[src/rtl/cory_route_sched_if.sv]
// Request/grant/selector bundle between the cory_route input ports and the allocation scheduler.
// master drives requests and beat acceptance; slave (the scheduler) drives grants and selectors.
interface cory_route_sched_if #(
   parameter int unsigned S = 2,
   parameter int unsigned R = 2**S,
   parameter int unsigned E = S*R
);
   logic [R-1:0] i_req_v;
   logic [E-1:0] i_req_dst;
   logic [R-1:0] i_req_last;
   logic [R-1:0] i_fire;
   logic [R-1:0] o_gnt;
   logic [E-1:0] o_z_s;
   logic [R-1:0] o_z_en;
   logic         o_err;

   modport master (
      output i_req_v, i_req_dst, i_req_last, i_fire,
      input  o_gnt, o_z_s, o_z_en, o_err
   );

   modport slave (
      input  i_req_v, i_req_dst, i_req_last, i_fire,
      output o_gnt, o_z_s, o_z_en, o_err
   );
endinterface

[src/rtl/cory_route_sched.sv]
// Per-output round-robin allocator for the cory_route crossbar; locks an output until last beat.
// Optional per-output lock watchdog with sticky error: define CORY_ROUTE_SCHED_WDOG_EN.
module cory_route_sched #(
   parameter int unsigned S = 2,
   parameter int unsigned R = 2**S,
   parameter int unsigned E = S*R,
   parameter int unsigned W = 8
) (
   input logic              clk,
   input logic              reset,
   cory_route_sched_if.slave bus
);
   typedef enum logic [0:0] {StIdle, StBusy} state_e;
   typedef logic [S-1:0] idx_t;
   typedef logic [W-1:0] cnt_t;

   state_e state_q [R];
   state_e state_d [R];
   idx_t   sel_q [R];
   idx_t   sel_d [R];
   idx_t   ptr_q [R];
   idx_t   ptr_d [R];

   logic [R-1:0] gnt;
   logic [R-1:0] z_en;
   logic [E-1:0] z_s;

`ifdef CORY_ROUTE_SCHED_WDOG_EN
   cnt_t cnt_q [R];
   cnt_t cnt_d [R];
   logic err_q, err_d;
`endif

   always_ff @(posedge clk) begin
      if (reset) begin
         for (int unsigned j = 0; j < R; j++) begin
            state_q[j] <= StIdle;
            sel_q[j]   <= '0;
            ptr_q[j]   <= '0;
`ifdef CORY_ROUTE_SCHED_WDOG_EN
            cnt_q[j]   <= '0;
`endif
         end
`ifdef CORY_ROUTE_SCHED_WDOG_EN
         err_q <= 1'b0;
`endif
      end else begin
         for (int unsigned j = 0; j < R; j++) begin
            state_q[j] <= state_d[j];
            sel_q[j]   <= sel_d[j];
            ptr_q[j]   <= ptr_d[j];
`ifdef CORY_ROUTE_SCHED_WDOG_EN
            cnt_q[j]   <= cnt_d[j];
`endif
         end
`ifdef CORY_ROUTE_SCHED_WDOG_EN
         err_q <= err_d;
`endif
      end
   end

   always_comb begin
      logic found;
      idx_t k;
      found = 1'b0;
      k     = '0;
`ifdef CORY_ROUTE_SCHED_WDOG_EN
      err_d = err_q;
`endif
      for (int unsigned j = 0; j < R; j++) begin
         state_d[j] = state_q[j];
         sel_d[j]   = sel_q[j];
         ptr_d[j]   = ptr_q[j];
`ifdef CORY_ROUTE_SCHED_WDOG_EN
         cnt_d[j]   = cnt_q[j];
`endif
         unique case (state_q[j])
            StIdle: begin
               // Scan from ptr upward; inputs already holding another output are not candidates.
               found = 1'b0;
               for (int unsigned o = 0; o < R; o++) begin
                  k = ptr_q[j] + idx_t'(o);
                  if (!found && bus.i_req_v[k] && !gnt[k] &&
                      bus.i_req_dst[S*k +: S] == idx_t'(j)) begin
                     found    = 1'b1;
                     sel_d[j] = k;
                  end
               end
               if (found) begin
                  state_d[j] = StBusy;
                  ptr_d[j]   = idx_t'(sel_d[j] + 1'b1);
`ifdef CORY_ROUTE_SCHED_WDOG_EN
                  cnt_d[j]   = '0;
`endif
               end
            end
            StBusy: begin
               if (bus.i_fire[sel_q[j]] && bus.i_req_last[sel_q[j]]) begin
                  state_d[j] = StIdle;
               end
`ifdef CORY_ROUTE_SCHED_WDOG_EN
               else if (bus.i_fire[sel_q[j]]) begin
                  cnt_d[j] = '0;
               end else if (cnt_t'(cnt_q[j] + 1'b1) == '1) begin
                  state_d[j] = StIdle;
                  err_d      = 1'b1;
               end else begin
                  cnt_d[j] = cnt_t'(cnt_q[j] + 1'b1);
               end
`endif
            end
         endcase
      end
   end

   always_comb begin
      gnt  = '0;
      z_en = '0;
      z_s  = '0;
      for (int unsigned j = 0; j < R; j++) begin
         z_s[S*j +: S] = sel_q[j];
         if (state_q[j] == StBusy) begin
            z_en[j]        = 1'b1;
            gnt[sel_q[j]]  = 1'b1;
         end
      end
   end

   assign bus.o_gnt  = gnt;
   assign bus.o_z_en = z_en;
   assign bus.o_z_s  = z_s;
`ifdef CORY_ROUTE_SCHED_WDOG_EN
   assign bus.o_err  = err_q;
`else
   assign bus.o_err  = 1'b0;
`endif

`ifdef SIM
   always_ff @(posedge clk) begin
      if (R != (1 << S)) begin
         $display("ERROR: cory_route_sched R=%0d does not equal 2**S", R);
         $finish;
      end
      if (!reset) begin
         for (int unsigned k = 0; k < R; k++) begin
            if (bus.i_fire[k] && !gnt[k]) begin
               $display("ERROR: cory_route_sched fire on ungranted input %0d", k);
            end
         end
         for (int unsigned j = 0; j < R; j++) begin
            if (state_q[j] == StBusy && bus.i_req_dst[S*sel_q[j] +: S] != idx_t'(j)) begin
               $display("ERROR: cory_route_sched input %0d changed dst while locked", sel_q[j]);
            end
         end
      end
   end
`endif
endmodule

[src/flat_wrapper.sv]
// flat-port wrapper written by rule: the top's interface ports become plain ports
module cory_route_sched_flat 
#(
   parameter int unsigned S = 2,
   parameter int unsigned R = 2**S,
   parameter int unsigned E = S*R,
   parameter int unsigned W = 8
)
  (clk, reset, bus_i_req_v, bus_i_req_dst, bus_i_req_last, bus_i_fire, bus_o_gnt, bus_o_z_s, bus_o_z_en, bus_o_err);
  cory_route_sched_if #(.S(S), .R(R), .E(E)) bus_i ();
  input logic clk;
  input logic reset;
  input wire logic [$bits(bus_i.i_req_v)-1:0] bus_i_req_v;
  input wire logic [$bits(bus_i.i_req_dst)-1:0] bus_i_req_dst;
  input wire logic [$bits(bus_i.i_req_last)-1:0] bus_i_req_last;
  input wire logic [$bits(bus_i.i_fire)-1:0] bus_i_fire;
  output wire logic [$bits(bus_i.o_gnt)-1:0] bus_o_gnt;
  output wire logic [$bits(bus_i.o_z_s)-1:0] bus_o_z_s;
  output wire logic [$bits(bus_i.o_z_en)-1:0] bus_o_z_en;
  output wire logic [$bits(bus_i.o_err)-1:0] bus_o_err;
  assign bus_i.i_req_v = bus_i_req_v;
  assign bus_i.i_req_dst = bus_i_req_dst;
  assign bus_i.i_req_last = bus_i_req_last;
  assign bus_i.i_fire = bus_i_fire;
  assign bus_o_gnt = bus_i.o_gnt;
  assign bus_o_z_s = bus_i.o_z_s;
  assign bus_o_z_en = bus_i.o_z_en;
  assign bus_o_err = bus_i.o_err;
  cory_route_sched #(.S(S), .R(R), .E(E), .W(W)) u_core (.clk(clk), .reset(reset), .bus(bus_i));
endmodule
[config.mk]
export PLATFORM = sky130hd
export DESIGN_NAME = cory_route_sched_flat
export DESIGN_NICKNAME = d
export VERILOG_FILES = /design/src/rtl/cory_route_sched_if.sv /design/src/rtl/cory_route_sched.sv /design/src/flat_wrapper.sv
export SDC_FILE = /design/constraint.sdc
export NUM_CORES = 1
export LEC_CHECK = 0
export ABC_AREA = 1
export ABC_CLOCK_PERIOD_IN_PS = 6000
export BUFFER_PORTS_ARGS = -buffer_cell sky130_fd_sc_hd__buf_4
export CELL_PAD_IN_SITES_DETAIL_PLACEMENT = 1
export CELL_PAD_IN_SITES_GLOBAL_PLACEMENT = 1
export CORE_UTILIZATION = 44
export DETAILED_ROUTE_END_ITERATION = 16
export HOLD_SLACK_MARGIN = 0.05
export PLACE_DENSITY = 0.83
export SETUP_SLACK_MARGIN = 0.2
export SLEW_MARGIN = 40
export SYNTH_ARGS = -nofsm -noshare
export SYNTH_HDL_FRONTEND = slang
export SYNTH_SLANG_ARGS = --single-unit
[constraint.sdc]
create_clock -name clk -period 6 [get_ports clk]
set_clock_uncertainty 0.2 [all_clocks]
set_input_delay 0 -clock clk [delete_from_list [all_inputs] [get_ports clk]]
set_output_delay 0 -clock clk [all_outputs]
set_load 0.05 [all_outputs]
=== After elaboration in Yosys (flattened, before gate mapping) ===
Memories as Yosys holds them, arrays and structs flattened.
Index checks and enable logic that the tools add are counted.

* Logic and storage cells: 361
* ROM bits: 0
* Bits in writable memories: 20
* Flip-flop bits (word level): 0
* Input bits: 22
* Output and inout port bits: 17
* Memories: 3
* Bits in latches: 0

{| class="wikitable"
|+ Memories
! memory !! words !! width !! read ports !! clocked after Yosys merged registers in !! wr ports !! line !! source
|-
| u_core.ptr_q || 4 || 2 || 4 || 0 || 4 || cory_route_sched.sv:21 || <nowiki>idx_t ptr_q [R];</nowiki>
|-
| u_core.sel_q || 4 || 2 || 4 || 0 || 4 || cory_route_sched.sv:19 || <nowiki>idx_t sel_q [R];</nowiki>
|-
| u_core.state_q || 4 || 1 || 4 || 0 || 4 || cory_route_sched.sv:17 || <nowiki>state_e state_q [R];</nowiki>
|}

* Add/subtract/negate cells: 16
* Muxes and demuxes: 187
* Reduce and logical (&&, ||, !) cells: 84
* Divide/modulo/power cells: 0
* Equal/unequal tests: 12
* $mul: 0
* Shift-type cells: 16
* Magnitude comparators: 24
* Bitwise operators: 19

{| class="wikitable"
|+ Operators by type and width
! cell !! number
|-
| 8-bit by 4-bit indexed part select with 2-bit output || 16
|-
| 1-bit 2-to-1 mux || 95
|-
| 1-bit binary-select mux with 2-bit select || 40
|-
| 2-bit 2-to-1 mux || 40
|-
| 2-bit by 3-bit < comparator with 1-bit output (second input constant) || 20
|-
| 1-bit logical AND || 52
|-
| 1-bit logical NOT || 28
|-
| 2-bit by 1-bit adder with 2-bit output (second input constant) || 8
|-
| 2-bit adder (second input constant) || 8
|-
| 2-bit == test (second input constant) || 8
|-
| 4-bit 2-to-1 mux || 4
|-
| 1-bit OR || 12
|-
| 4-bit OR || 3
|-
| 1-bit demux with 2-bit select || 4
|-
| 2-bit by 1-bit == test with 1-bit output (second input constant) || 4
|-
| 2-bit by 1-bit >= comparator with 1-bit output (second input constant) || 4
|-
| 2-bit logical NOT || 4
|-
| 1-bit one-hot mux with 2 select lines || 4
|-
| 1-bit NOT || 4
|}

=== Longest topological paths before layout ===
Gate-level depths: netlist of the first run.
An unclocked memory read counts as a cell.

* Depth in word-level cells: 41
* Mapped depth: 22
* Mapped depth without buffers: 21

=== Least setup slack after synthesis of the first run ===
OpenSTA, ideal clock, no wires.

* Path type: register to register
* Start: memory u_core.sel_q[1][0] (netlist name)
* End: memory u_core.ptr_q[2][1] (netlist name)
* Buffers on the path: 1
* Required time: 5.691 ns
* Cell stages (with the launch flop): 19
* Period minus slack after synthesis: 2.656 ns
* Setup time: 0.109 ns
* Slack: 3.344 ns
* Arrival time: 2.347 ns
* Cell sequence: dfxtp_1 buf_4 nand3_1 nand2_1 inv_1 nand2_2 nand2_1 nand3_2 nand2_4 nor2_8 nand2_1 nand2_1 nand2_1 nand2_1 nand2_1 nand2_1 nand3_1 nand2_1 inv_1

{| class="wikitable"
|+ RTL lines
! item !! line
|-
| from (decl) || cory_route_sched.sv:19
|-
| to (decl) || cory_route_sched.sv:21
|}

==> results of run 1 <==
==> logic make-up after synthesis <==
group           count (synthesis)  synth area share
simple gates                  385            0.5834
buf+inv                       106            0.1439
compound gates                 80            0.1416
flops                          20            0.1199
xor+xnor                        3           0.01012
other cells                     1          0.001123
==> per-layer routing <==
metal  share of wire  track usage  wire length, um
met5               0            0                0
met4           0.012      0.06782              133
met3           0.028      0.03047              309
met2            0.52       0.5579             5751
met1            0.44       0.3492             4931
==> path summary, 6_finish.rpt <==
kind,from,endpoint,cells after the start
worst max-delay path,flop,u_core.state_q[3],12
worst min-delay path,bus_i_fire[3],u_core.state_q[1],6
worst max register to register,flop,u_core.state_q[3],12
worst min register to register,u_core.sel_q[0][1],u_core.sel_q[0][1],2
==> critical path, stage by stage, from the launching register on <==
cell	delay, ps
sky130_fd_sc_hd__dfxtp_1	750
sky130_fd_sc_hd__inv_1	310
sky130_fd_sc_hd__nand2_1	130
sky130_fd_sc_hd__nand2_1	80
sky130_fd_sc_hd__nor3_1	220
sky130_fd_sc_hd__nand3_2	120
sky130_fd_sc_hd__nand2_2	150
sky130_fd_sc_hd__nor2_8	60
sky130_fd_sc_hd__nand2_4	80
sky130_fd_sc_hd__nor2_4	50
sky130_fd_sc_hd__o21ai_2	230
sky130_fd_sc_hd__a21oi_1	110
sky130_fd_sc_hd__dlygate4sd3_1	560
==> stage by stage <==
step	hold slack [ps]	util	cell area, um^2
3_5_place_dp	149.6	0.4894	3568
5_1_grt	156.7	0.5019	3660
4_1_cts	100.2	0.5019	3660
6_report	119.9	0.5019	3660
2_1_floorplan	-43.79	-	3339
3_3_place_gp	137.2	0.4894	3568
==> final cells by class <==
cell class              count  area share
multi-input cells         469      0.6718
flip-flops and latches     20      0.1094
repair buffers             42     0.08957
inverters                  82     0.08410
well taps                  99     0.03385
clock buffers               3     0.01128
==> cell usage in the layout (no fill, tap or decap), drive strengths merged <==
master / instances
conb: 1
clkbuf: 3
nand2: 231
o211ai: 1
dlygate4sd3: 5
and2: 1
o21a: 1
o31ai: 2
nand3b: 1
or2: 2
xor2: 3
o22ai: 1
nand3: 80
o21ai: 48
nand4: 15
buf: 37
and3: 1
nor3: 6
clkinv: 2
inv: 80
dfxtp: 20
nor2: 47
a31oi: 4
o2111ai: 4
nor2b: 1
o32ai: 1
a21oi: 18
==> where the power goes <==
group	switching, uW	internal (uW)
Sequential	149	184
Clock	48.4	44.8
Combinational	1080	528
==> flow_summary.yaml, run 1 <==
status:
  outcome: "complete, no violations"
logic_synthesis:
  synth_edf_count: 0
  yosys-top-cells-area: "sky130_fd_sc_hd__nand2_1 (23%), sky130_fd_sc_hd__dfxtp_1 (12%), sky130_fd_sc_hd__nand3_1 (10%)"
  most_used_flip_flop_cell_after_synthesis: "sky130_fd_sc_hd__dfxtp_1"
  yosys_warnings: 0
  syn-cell-area_um2: 3339
  synth.ff_latch_count: 20
  synth_sequential_area_ratio: 0.1199
  synth_commonest_cells: "sky130_fd_sc_hd__nand2_1 (203), sky130_fd_sc_hd__nand3_1 (68), sky130_fd_sc_hd__inv_1 (59)"
  synthCells: 595
  synth_most_common_cell: "sky130_fd_sc_hd__nand2_1"
  synth_top_area_cell: "sky130_fd_sc_hd__nand2_1"
  ys_async_sr_fraction: 0
  netlist.area_leader.share: 0.2282
  syn-num-nets: 617
  post_synth.cell_area_avg_um2: 5.613
  yosys.cell_types.count: 41
worst_setup_path:
  worst_setup_path_end_kind: "flop"
  path_max_fanout: 18
  worstSetupStartpointType: "flop"
  worst-r2r-setup-slack_ps: 2850
  timing.critical_path.arrival_ps: 3110
  critical_path_class: "flop to flop"
  worstPathRequired_ps: 5960
final_layout:
  fraction_of_layout_instances_using_a_drive_strength_above_1: 0.2159
  multi_input_comb_area_um2: 2459
  fillers: 1113
  seqCellArea_um2: 400.4
  antenna-diode-count: 0
  growth_of_design_area_from_synthesis_to_finish_pct: 9.592
  final_nets: 640
  layout.cells.non_filler: 715
cts:
  post-cts-setup-buffers: 0
  ctsLongestPathBuffers: 2
  worst_skew_pair.late_latency_ps: 260
  clkSlewWorstSetupHoldPaths_ps: 80
  tritoncts.num_buffers: 3
  clock_tree_from_tritoncts: "yes"
  cts-root-buf: "sky130_fd_sc_hd__clkbuf_8"
  ctsHtreeMaxLevel: 1
  cts_resized: 0
  holdBufCountCts: 5
  clock-sinks: 20
placement:
  port_buffers: 37
  pre_cts_ws_ps: 3077
  place.detailed.hpwl_um: 8953
  placedCellCount: 707
  globalplace.congestion: 0.8714
timing:
  max_clock_freq_ghz: 0.3171
  layout_setup_ws_ps: 2846
  worst_slew_pin_slew_ps: 827.5
  timing.final.crit_share: 0.5256
  slew_viol_final: 0
  rsz0062_at_grt: "false"
  setup_violations: 0
  hold_viol: 0
  timing.setup.tns_ps: 0
  timing.slew.headroom: 0.4476
  timing.final.crit_period_ps: 3154
floorplan:
  die_height_um: 89.12
  die_x_um: 89.12
  core-area_um2: 7292
  start_util: 0.4580
  design.die.area_um2: 7942
  std_cell_rows: 31
  ports: 39
global_route:
  globalRoute.totalOverflow: 0
  grt_pass1_vias: 3958
  grt_start_max_net_pins: 27
  global_route.usage.total: 0.2926
  global_route_wire_length_before_repair_um: 18200
  grt_antenna_before_repair: 0
detailed_routing:
  drt-vias-per-instance: 5.522
  totalWireLength_um: 11130
  drtAntennaViolNets: 0
  via_count: 3948
  routedWlPerCell_um: 15.56
  first_pass_iters: 4
  drt_first_iter_violations: 125
  drt_drc_violations_left: 0
power_and_ir_drop:
  leakage_uw: 0.001861
  post-layout-total-power_uw: 2032
  vdd_drop_max_v: 0.0002514
  power_per_cell_area_nw_per_um2: 555.2
min_path:
  hold_class: "input port to flop"
flow_run:
  maxCapViolCount: 0
Note: power is estimated with default switching activity, not from simulation.
==> run 2: changes to the inputs <==
Settings changed: ABC_CLOCK_PERIOD_IN_PS 6000 to 3250, CORE_UTILIZATION 44 to 41, PLACE_DENSITY 0.83 to 0.78.
Clock period 6 ns to 3.25 ns, I/O delays scaled along.
==> flow_summary.yaml, run 2 (same netlist as run 1, synthesis figures left out) <==
worst_setup_path:
  worstPathRequired_ps: 3220
  path_buf_inv: 3
  critical-path-slowest-cell: "sky130_fd_sc_hd__dfxtp_1"
  cp.depth: 13
  critical_path_class: "flop to flop"
  worstSetupStartpointType: "flop"
  register_to_register_path_depth: 13
  crit_family: "simple AND/OR/NAND/NOR gates"
  worst-r2r-setup-slack_ps: 570
  crit_chain: "inv_2 -> o21ai_0 -> nor2_1 -> nand2_2 -> nand2_4 -> nor2_4 -> nand4_4 -> inv_2 -> nand2_1 -> nand2_1 -> o21ai_1 -> nand2_1 -> inv_1"
  path_max_fanout: 14
  worst_setup_path_end_kind: "flop"
  critical_path.max_stage_delay_ps: 690
  critPathMostFrequentCell: "sky130_fd_sc_hd__nand2_1"
  worstReg2RegEnd: "u_core.sel_q[0][0]"
  timing.critical_path.arrival_ps: 2650
cts:
  ctsHtreeMaxLevel: 1
  clkSlewWorstSetupHoldPaths_ps: 90
  post-cts-setup-buffers: 0
  worst_skew_pair.late_latency_ps: 270
  ctsLongestPathBuffers: 2
  clock-sinks: 20
  cts_resized: 0
  tritoncts.num_buffers: 3
  clock_tree_from_tritoncts: "yes"
  cts-root-buf: "sky130_fd_sc_hd__clkbuf_8"
min_path:
  hold_crit_start: "bus_i_fire[3]"
  min_to: "u_core.state_q[0]"
  hold_path_depth: 6
  hold_class: "input port to flop"
timing:
  timing.final.crit_share: 0.8233
  slew_viol_final: 0
  timing.setup.tns_ps: 0
  rsz0062_at_grt: "false"
  timing.slew.headroom: 0.6198
  hold_slack_ps: 44.16
  max_clock_freq_ghz: 0.3737
  hold_viol: 0
  setup_violations: 0
  timing.final.crit_period_ps: 2676
  worst_slew_pin_slew_ps: 569.5
power_and_ir_drop:
  leakage_uw: 0.001858
  vdd_drop_max_v: 0.0003829
  post-layout-total-power_uw: 3733
  power_per_cell_area_nw_per_um2: 1024
final_layout:
  final_nets: 639
  layout_commonest_cell: "sky130_fd_sc_hd__nand2_1"
  growth_of_design_area_from_synthesis_to_finish_pct: 9.180
  final_cell_mix: "sky130_fd_sc_hd__nand2_1 (203), sky130_fd_sc_hd__nand3_1 (68), sky130_fd_sc_hd__inv_1 (59)"
  antenna-diode-count: 0
  layout.cells.non_filler: 717
  fraction_of_layout_instances_using_a_drive_strength_above_1: 0.2211
  post-route-cell-area_um2: 3646
global_route:
  grt_start_max_net_pins: 26
  global_route.usage.total: 0.2732
  global_route_wire_length_before_repair_um: 18870
  grt_antenna_before_repair: 0
  globalRoute.totalOverflow: 0
  grt_pass1_vias: 3975
placement:
  place.detailed.hpwl_um: 8891
  globalplace.congestion: 0.8687
  postPlaceCellArea_um2: 3595
  port_buffers: 37
  placedCellCount: 713
floorplan:
  start_util: 0.4277
  die_height_um: 92.25
  std_cell_rows: 32
  core-area_um2: 7807
  design.die.area_um2: 8510
  ports: 39
  die_x_um: 92.25
detailed_routing:
  drt_drc_violations_left: 0
  first_pass_iters: 4
  drtAntennaViolNets: 0
  totalWireLength_um: 10880
  via_count: 3848
  drt-vias-per-instance: 5.367
  routedWlPerCell_um: 15.18
  drt_first_iter_violations: 135
flow_run:
  maxCapViolCount: 0
status:
  outcome: "complete, no violations"
## run 2: final cells by class
cell class	instances	area (um^2)
Fill cell	1142	4161
Clock buffer	3	41.29
Sequential cell	20	400.4
Tap cell	102	127.6
Multi-Input combinational cell	469	2459
Inverter	82	307.8
Timing Repair Buffer	41	310.3
## run 2: layer usage
metal / part of all wire / vias up / routed length [um] / track usage
met4: 0.014 / 0 / 150 / 0.05599
met5: 0 / - / 0 / 0
met1: 0.46 / 1832 / 5019 / 0.3426
li1: - / 1961 / - / -
met2: 0.50 / 40 / 5440 / 0.4956
met3: 0.025 / 15 / 271 / 0.03483
## run 2: metrics by stage
| stage | util | setup WS (ps) |
|---|---|---|
| 5_1_grt | 0.4670 | 347.0 |
| 2_1_floorplan | - | 593.9 |
| 6_report | 0.4670 | 574.3 |
| 3_3_place_gp | 0.4604 | 719.5 |
| 4_1_cts | 0.4670 | 611.2 |
| 3_5_place_dp | 0.4604 | 628.9 |
## run 2: worst max-delay path by stage
stage	startpoint	endpoint
finish	flop	u_core.sel_q[0][0]
global route	flop	u_core.ptr_q[0][1]
CTS	flop	u_core.sel_q[0][0]
detailed placement	flop	u_core.sel_q[0][0]
global placement	flop	u_core.sel_q[0][0]
floorplan	u_core.sel_q[1][0]	u_core.ptr_q[2][1]
## run 2: power breakdown
part / switching (uW) / total, uW / internal, uW
combinational: 2040 / 3010 / 970
sequential: 199 / 538 / 339
clock: 98.0 / 181 / 83.0
total: 2340 / 3730 / 1390
## run 2: timing repair
item / CTS / global route
hold endpoints to repair: 13 / 0
endpoints found under the setup margin: 0 / 0
hold buffers: 1 / 0
## run 2: worst reg2reg max path: stages (launching register included)
cell and delay [ps]:
sky130_fd_sc_hd__dfxtp_1 690, sky130_fd_sc_hd__inv_2 240, sky130_fd_sc_hd__o21ai_0 360, sky130_fd_sc_hd__nor2_1 130, sky130_fd_sc_hd__nand2_2 120, sky130_fd_sc_hd__nand2_4 70, sky130_fd_sc_hd__nor2_4 170, sky130_fd_sc_hd__nand4_4 150
sky130_fd_sc_hd__inv_2 130, sky130_fd_sc_hd__nand2_1 50, sky130_fd_sc_hd__nand2_1 110, sky130_fd_sc_hd__o21ai_1 60, sky130_fd_sc_hd__nand2_1 60, sky130_fd_sc_hd__inv_1 40
